**src/rtl/rom_arbiter.sv**
```systemverilog
// Round-robin arbiter sharing one synchronous lookup ROM between NREQ requesters.
// Each grant runs IDLE -> READ -> DONE, returning the ROM word with a one-cycle rvalid pulse.
module rom_arbiter #(
  parameter int NREQ = 4,
  parameter int AW   = 5,
  parameter int DW   = 4
) (
  input  logic               clk,
  input  logic               rst,
  input  logic [NREQ-1:0]    req,
  input  logic [NREQ*AW-1:0] req_addr,
  output logic [NREQ-1:0]    gnt,
  output logic [DW-1:0]      rdata,
  output logic [NREQ-1:0]    rvalid,
  output logic               busy,
  output logic [AW-1:0]      rom_addr,
  input  logic [DW-1:0]      rom_data
);

  localparam int IW = (NREQ > 1) ? $clog2(NREQ) : 1;

  typedef enum logic [1:0] {
    S_IDLE,
    S_READ,
    S_DONE
  } state_t;

  state_t            r_state;
  logic [IW-1:0]     r_last;
  logic [NREQ-1:0]   r_gnt;
  logic [NREQ-1:0]   r_rvalid;
  logic [DW-1:0]     r_rdata;
  logic [AW-1:0]     r_rom_addr;
  logic              r_busy;

  logic              w_any;
  logic [IW-1:0]     w_winner;
  logic [IW:0]       w_idx;

  // Search starts one past the last winner and wraps; first set request wins.
  always_comb begin
    w_any    = 1'b0;
    w_winner = '0;
    w_idx    = '0;
    for (int k = 1; k <= NREQ; k++) begin
      w_idx = {1'b0, r_last} + (IW+1)'(k);
      if (w_idx >= (IW+1)'(NREQ)) w_idx = w_idx - (IW+1)'(NREQ);
      if (!w_any && req[w_idx[IW-1:0]]) begin
        w_any    = 1'b1;
        w_winner = w_idx[IW-1:0];
      end
    end
  end

  always_ff @(posedge clk or posedge rst) begin
    if (rst) begin
      r_state    <= S_IDLE;
      r_last     <= IW'(NREQ - 1);
      r_gnt      <= '0;
      r_rvalid   <= '0;
      r_rdata    <= '0;
      r_rom_addr <= '0;
      r_busy     <= 1'b0;
    end else begin
      case (r_state)
        S_IDLE: begin
          r_rvalid <= '0;
          if (w_any) begin
            r_gnt      <= {{(NREQ-1){1'b0}}, 1'b1} << w_winner;
            r_rom_addr <= req_addr[w_winner*AW +: AW];
            r_last     <= w_winner;
            r_busy     <= 1'b1;
            r_state    <= S_READ;
          end
        end
        S_READ: begin
          // ROM output settled on the falling edge after rom_addr was driven.
          r_rdata  <= rom_data;
          r_rvalid <= r_gnt;
          r_state  <= S_DONE;
        end
        S_DONE: begin
          r_rvalid <= '0;
          r_gnt    <= '0;
          r_busy   <= 1'b0;
          r_state  <= S_IDLE;
        end
        default: begin
          r_rvalid <= '0;
          r_gnt    <= '0;
          r_busy   <= 1'b0;
          r_state  <= S_IDLE;
        end
      endcase
    end
  end

  assign gnt      = r_gnt;
  assign rdata    = r_rdata;
  assign rvalid   = r_rvalid;
  assign busy     = r_busy;
  assign rom_addr = r_rom_addr;

endmodule

```
**config.mk**
```make
export PLATFORM = sky130hd
export DESIGN_NAME = rom_arbiter
export DESIGN_NICKNAME = d
export VERILOG_FILES = /design/src/rtl/rom_arbiter.sv
export SDC_FILE = /design/constraint.sdc
export NUM_CORES = 1
export LEC_CHECK = 0
export ABC_AREA = 1
export CORE_ASPECT_RATIO = 0.8
export CORE_UTILIZATION = 43
export DETAILED_ROUTE_END_ITERATION = 12
export PLACE_DENSITY = 0.77
export SETUP_SLACK_MARGIN = 0.1
export SLEW_MARGIN = 15
export SYNTH_ARGS = -nofsm -noshare
export SYNTH_HDL_FRONTEND = slang
export SYNTH_SLANG_ARGS = --single-unit
```
**constraint.sdc**
```tcl
create_clock -name clk -period 1.9 [get_ports clk]
set_input_delay 0.38 -clock clk [delete_from_list [all_inputs] [get_ports clk]]
set_output_delay 0.38 -clock clk [all_outputs]
set_load 0.02 [all_outputs]
```
==> results.json, run 1 <==
{
  "cts.sinks": 22,
  "slowest_stage": "dfstp_2",
  "layout-drive-gt1-share_pct": 28.3,
  "synth_area_leader_cell": "dfrtp_1",
  "grt_start_max_net_pins": 14,
  "layout_setup_ws_ns": -0.0121,
  "final_cell_mix": "nand2_1 (54), clkdlybuf4s50_1 (46), dfrtp_1 (20), nand3_1 (18)",
  "violations": "setup timing",
  "synth_seq_area_share_pct": 41.6,
  "path_delay_family": "simple AND/OR/NAND/NOR gates",
  "synth_edf_count": 0,
  "cp.arrival_ns": 2.07,
  "die_w_um": 64.2,
  "initial_core_util_pct": 46.7,
  "synthAdderAreaFrac_pct": 0,
  "final-hold-violation-count": 0,
  "setup_viol": 1,
  "overflow": 0,
  "r2r-start": "r_last[1]",
  "cp_num_buf_inv": 2,
  "synth_nets": 205,
  "remaining_drc_errors": 0,
  "worstPathCellList": "inv_4 > nand2_4 > nand2_4 > nand2_2 > nand2_2 > nand2_2 > nand2_4 > nor2_4 > nand2_8 > clkbuf_16 > nand3_1 > nand2_1 > nand2_1 > nand3_1",
  "nNetsFinal": 271,
  "fin_crit_sh_pct": 101,
  "placement_rows": 17,
  "synthSimpleGateAreaFrac_pct": 45.7,
  "clk-insertion-delay-late_ns": 0.27,
  "hold_ws_ns": 0.403,
  "clock_path_buffers": 2,
  "synth_compound_area_share_pct": 3.01,
  "grt_pass1_wl_um": 5620,
  "status": "finished, violations left",
  "h-tree-depth": 1,
  "firstDrtPassIters": 4,
  "yosysWarningCount": 0,
  "maxCapViolCount": 0,
  "rr_worst_depth": 14,
  "min-delay-path-class": "in -> async",
  "cts_tree": "yes",
  "via_count": 1354,
  "synthCells": 175,
  "clock-skew-final_ns": 0.00360,
  "grtUsageTotal_pct": 22.4,
  "design.core.area_um2": 2850,
  "ir_drop_v": 0.00130,
  "worstPathRequired_ns": 2.05,
  "drt.antenna.violating_nets": 0,
  "synth-async-reset-ratio_pct": 100,
  "synth-xor-area-share_pct": 0,
  "fin_setup_tns_ns": -0.0121,
  "die-area_um2": 3320,
  "antennaDiodeCount": 0,
  "synth_top_area_share_pct": 37.6,
  "preCtsSetupSlack_ns": -0.166,
  "fin_cells": 278,
  "dp_cells": 269,
  "grt_antenna_before_repair": 0,
  "utilization_pct": 77.0,
  "io_buffers": 47,
  "crit_type": "reg -> reg",
  "cpPeakStageDelay_ns": 0.63,
  "routed_wl_um": 3680,
  "finalCriticalPeriod_ns": 1.91,
  "synth_area_leaders": "dfrtp_1 (38%), nand2_1 (18%), nand3_1 (8.3%), nand2_2 (5.6%), nand2_4 (5.1%)",
  "critPathCaptureType": "flop",
  "gp_congestion": 0.861,
  "fmax_ghz": 0.523,
  "ys.flop_type": "dfrtp_1",
  "muxShareOfSynthArea_pct": 0,
  "syn-mean-instance-area_um2": 7.60,
  "synth_top_family_by_area": "simple AND/OR/NAND/NOR gates",
  "num_io_pins": 48,
  "ys_seq_elements": 22,
  "dp_hpwl_um": 2450,
  "first_iter_violations": 46,
  "ys_types": 23,
  "cellPowerDensity_nw_per_um2": 2080,
  "start_kind": "flop",
  "worst-path-max-fanout": 6,
  "rrSetupSlack_ns": -0.01,
  "worst_pin_slew_ns": 0.446,
  "layout_commonest_cell": "nand2_1",
  "area_delta_synth_final_pct": 64.9,
  "die_y_um": 51.7,
  "slew_headroom_pct": 70.3,
  "drv_slew": 0,
  "grt_setup_unrepaired": "yes",
  "cts-root-buf": "clkbuf_8",
  "r2r-end": "rom_addr[4]",
  "synthesis.area_um2": 1330,
  "fillers": 201,
  "clk_pin_slew_worst_paths_ns": 0.08,
  "vias_per_cell": 4.87,
  "cts_made_buffers": 3,
  "power.leakage_nw": 1.09,
  "wl_per_cell_um": 13.3,
  "grt_pass1_vias": 1304
}
==> worst register-to-register path, delay by kind of cell, from the launching register on <==
family	cells	cell delay (ns)
buf+inv	2	0.25
simple gates	12	0.91
flops	1	0.63
==> cell families after synthesis <==
family	count (synthesis)
AOI/OAI and AO/OA	7
buffers and inverters	26
DFF	22
and+or+nand+nor	120
==> sequential cells by signal (all words and copies together) (netlist names) <==
| name | cells |
|---|---|
| rvalid | 4 |
| rom_addr | 5 |
| r_last | 2 |
| gnt | 4 |
| r_state | 2 |
| busy | 1 |
| rdata | 4 |
==> report_power, final <==
group / internal, W / switching (W) / leakage (nW)
clock network: 0.000185 / 0.000154 / 0.0288
logic: 0.00149 / 0.00194 / 0.779
registers: 0.000683 / 0.000118 / 0.278
total: 0.00236 / 0.00221 / 1.09
==> per-stage QoR <==
stage | power [W] | area, um^2
5_1_grt | 0.00491 | 2190
6_report | 0.00457 | 2190
3_5_place_dp | 0.00353 | 1920
3_3_place_gp | 0.00346 | 1920
2_1_floorplan | 0.00264 | 1330
4_1_cts | 0.00411 | 2040
==> metal layers <==
| layer | share of wire [%] | global-route usage (%) |
|---|---|---|
| met1 | 44 | 27.1 |
| met2 | 47 | 39.7 |
| met3 | 7.6 | 5.48 |
| met4 | 1.4 | 6.67 |
| met5 | 0 | 0 |
==> final cells by class <==
class	instances	area [um^2]	share of cell area, %
well taps	38	47.5	2.17
multi-input cells	127	790	36.0
flip-flops and latches	22	553	25.2
repair buffers	65	648	29.5
inverters	22	100	4.56
clock buffers	4	55.1	2.51
==> synth_stat cells, types with 2 or more instances <==
cell type   n
nand2_1    63
nand3_1    22
dfrtp_1    20
inv_1      15
nand2_2    12
nor2_1      7
nand2_4     6
inv_2       5
nand3b_1    4
buf_6       3
nor2_2      3
dfstp_2     2
o21ai_0     2
o22ai_1     2
==> worst max path at each step <==
stage | from | to | slack [ns] | cells past startpoint
3_3_place_gp | req[0] | rom_addr[3] | -0.13 | 11
4_1_cts | r_last[0] | rom_addr[3] | 0.05 | 15
3_5_place_dp | req[2] | rom_addr[3] | -0.17 | 11
6_report | r_last[1] | rom_addr[4] | -0.01 | 14
2_1_floorplan | r_last[0] | rom_addr[0] | 0.17 | 15
5_1_grt | r_last[1] | rom_addr[4] | -0.11 | 14
==> timing repair <==
action / 4_1_cts / 5_1_grt
pin swaps: 2 / 2
cloned: 0 / 1
setup endpoints to repair: 11 / 11
hold buffers: 0 / 0
buffers inserted: 3 / 1
gates resized for setup: 9 / 30
No activity file was read; power rests on OpenSTA's default activity.
==> inputs of run 2 (changes only) <==
--- a/config.mk
+++ b/config.mk
@@ -9,7 +9,7 @@
 export CORE_ASPECT_RATIO = 0.8
 export CORE_UTILIZATION = 43
 export DETAILED_ROUTE_END_ITERATION = 12
-export PLACE_DENSITY = 0.77
+export PLACE_DENSITY_LB_ADDON = 0.15
 export SETUP_SLACK_MARGIN = 0.1
 export SLEW_MARGIN = 15
 export SYNTH_ARGS = -nofsm -noshare
==> results.json, run 2 (synthesis gave the netlist of run 1 again) <==
{
  "via_count": 1419,
  "crit_type": "reg -> reg",
  "grt_start_max_net_pins": 14,
  "layout_setup_ws_ns": -0.0481,
  "drt.antenna.violating_nets": 0,
  "cp.arrival_ns": 2.11,
  "antennaDiodeCount": 0,
  "cts.sinks": 22,
  "routed_wl_um": 4150,
  "cts_tree": "yes",
  "power_w": 0.00480,
  "grt_pass1_vias": 1404,
  "finish.instance_area_um2": 2250,
  "clock_path_buffers": 2,
  "final-hold-violation-count": 0,
  "fmax_ghz": 0.513,
  "utilization_pct": 79.1,
  "slew_headroom_pct": 75.2,
  "fin_crit_sh_pct": 103,
  "firstDrtPassIters": 4,
  "design.core.area_um2": 2850,
  "ir_drop_v": 0.00119,
  "remaining_drc_errors": 0,
  "power.leakage_nw": 1.12,
  "largest_register_ffs": 5,
  "r2r-end": "rom_addr[2]",
  "grtUsageTotal_pct": 24.1,
  "min-delay-path-class": "in -> async",
  "grt_pass1_wl_um": 5950,
  "placement_rows": 17,
  "violations": "setup timing",
  "grt_antenna_before_repair": 0,
  "grt_setup_unrepaired": "yes",
  "first_iter_violations": 76,
  "holdBufCountCts": 0,
  "cts_made_buffers": 3,
  "io_buffers": 47,
  "clock-skew-final_ns": 0.00986,
  "dp_hpwl_um": 2640,
  "fillers": 194,
  "wl_per_cell_um": 14.7,
  "cellPowerDensity_nw_per_um2": 2130,
  "final_cell_mix": "nand2_1 (55), clkdlybuf4s50_1 (46), dfrtp_1 (20), buf_4 (17)",
  "layout_commonest_cell": "nand2_1",
  "h-tree-depth": 1,
  "rrSetupSlack_ns": -0.05,
  "vias_per_cell": 5.01,
  "num_io_pins": 48,
  "setup_viol": 6,
  "gp_congestion": 0.762,
  "status": "finished, violations left",
  "r2r-start": "r_last[1]",
  "cts-root-buf": "clkbuf_8",
  "worstPathRequired_ns": 2.07,
  "rr_worst_depth": 14,
  "worst-path-max-fanout": 6,
  "startpoint": "r_last[1]",
  "worst_pin_slew_ns": 0.370,
  "place_area_um2": 1900,
  "nNetsFinal": 276,
  "fin_setup_tns_ns": -0.179,
  "hold_ws_ns": 0.396,
  "maxCapViolCount": 0,
  "cp-endpoint": "rom_addr[2]",
  "overflow": 0,
  "area_delta_synth_final_pct": 69.4,
  "die-area_um2": 3320,
  "finalCriticalPeriod_ns": 1.95,
  "die_w_um": 64.2,
  "die_y_um": 51.7,
  "drv_slew": 0,
  "clk-insertion-delay-late_ns": 0.27,
  "layout-drive-gt1-share_pct": 31.8,
  "critPathCaptureType": "flop",
  "initial_core_util_pct": 46.7,
  "clk_pin_slew_worst_paths_ns": 0.08,
  "start_kind": "flop"
}
run 2: cell count changes in the layout (fill, tap and decap cells not counted), moves of 3 or more:
cell / before / now
buf_6: 0 / 5
nand3_2: 3 / 9
buf_4: 14 / 17
nand3_1: 18 / 11
run 2: what timing repair did:
item | CTS | global route
gates resized for setup | 14 | 38
setup endpoints to repair | 10 | 11
setup buffers | 5 | 5
pin swaps | 1 | 13
hold endpoints to repair | 0 | 0
run 2: where the power goes:
group,internal [W],leakage [nW],switching [W]
clock,0.000185,0.0288,0.000157
sequential,0.000683,0.278,0.000120
combinational,0.00158,0.810,0.00207
run 2: how the worst min path moves through the flow:
stage                     endpoint      from  depth (start not counted)  slack [ns]
final                       gnt[0]       rst                          2        0.40
after global routing        gnt[0]       rst                          2        0.43
after CTS                   gnt[0]       rst                          2        0.40
after detailed placement  rdata[0]  rdata[0]                          2        0.46
after global placement    rdata[0]  rdata[0]                          2        0.46
after floorplan               busy       rst                          1        0.37
run 2: routing by layer:
| metal | track usage, % | wire length, um |
|---|---|---|
| met1 | 28.5 | 1720 |
| met2 | 44.0 | 2120 |
| met3 | 5.26 | 244 |
| met4 | 7.78 | 67 |
| met5 | 0 | 0 |
run 2: layout make-up:
type,instances,area [um^2],area share (%)
Tap cell,38,47.5,2.11
Timing Repair Buffer,70,677,30.0
Multi-Input combinational cell,127,823,36.5
Inverter,22,97.6,4.33
Clock buffer,4,55.1,2.44
Sequential cell,22,553,24.5
run 2: critical path, stage by stage (launching register included):
cell,delay [ns]
dfstp_2,0.58
inv_2,0.10
nand2_1,0.13
nand2_4,0.09
nand2_2,0.08
nand2_2,0.07
nand2_2,0.10
nand2_4,0.07
nor2_4,0.15
nand2_8,0.09
buf_6,0.13
nand3_1,0.07
nand2_1,0.06
nand2_1,0.07
nand3_2,0.05
run 2: stage by stage:
stage	instances	setup slack [ns]
floorplan	175	0.168
finish	283	-0.0481
global placement	269	-0.117
CTS	278	0.0608
global route	283	-0.142
detailed placement	269	-0.163
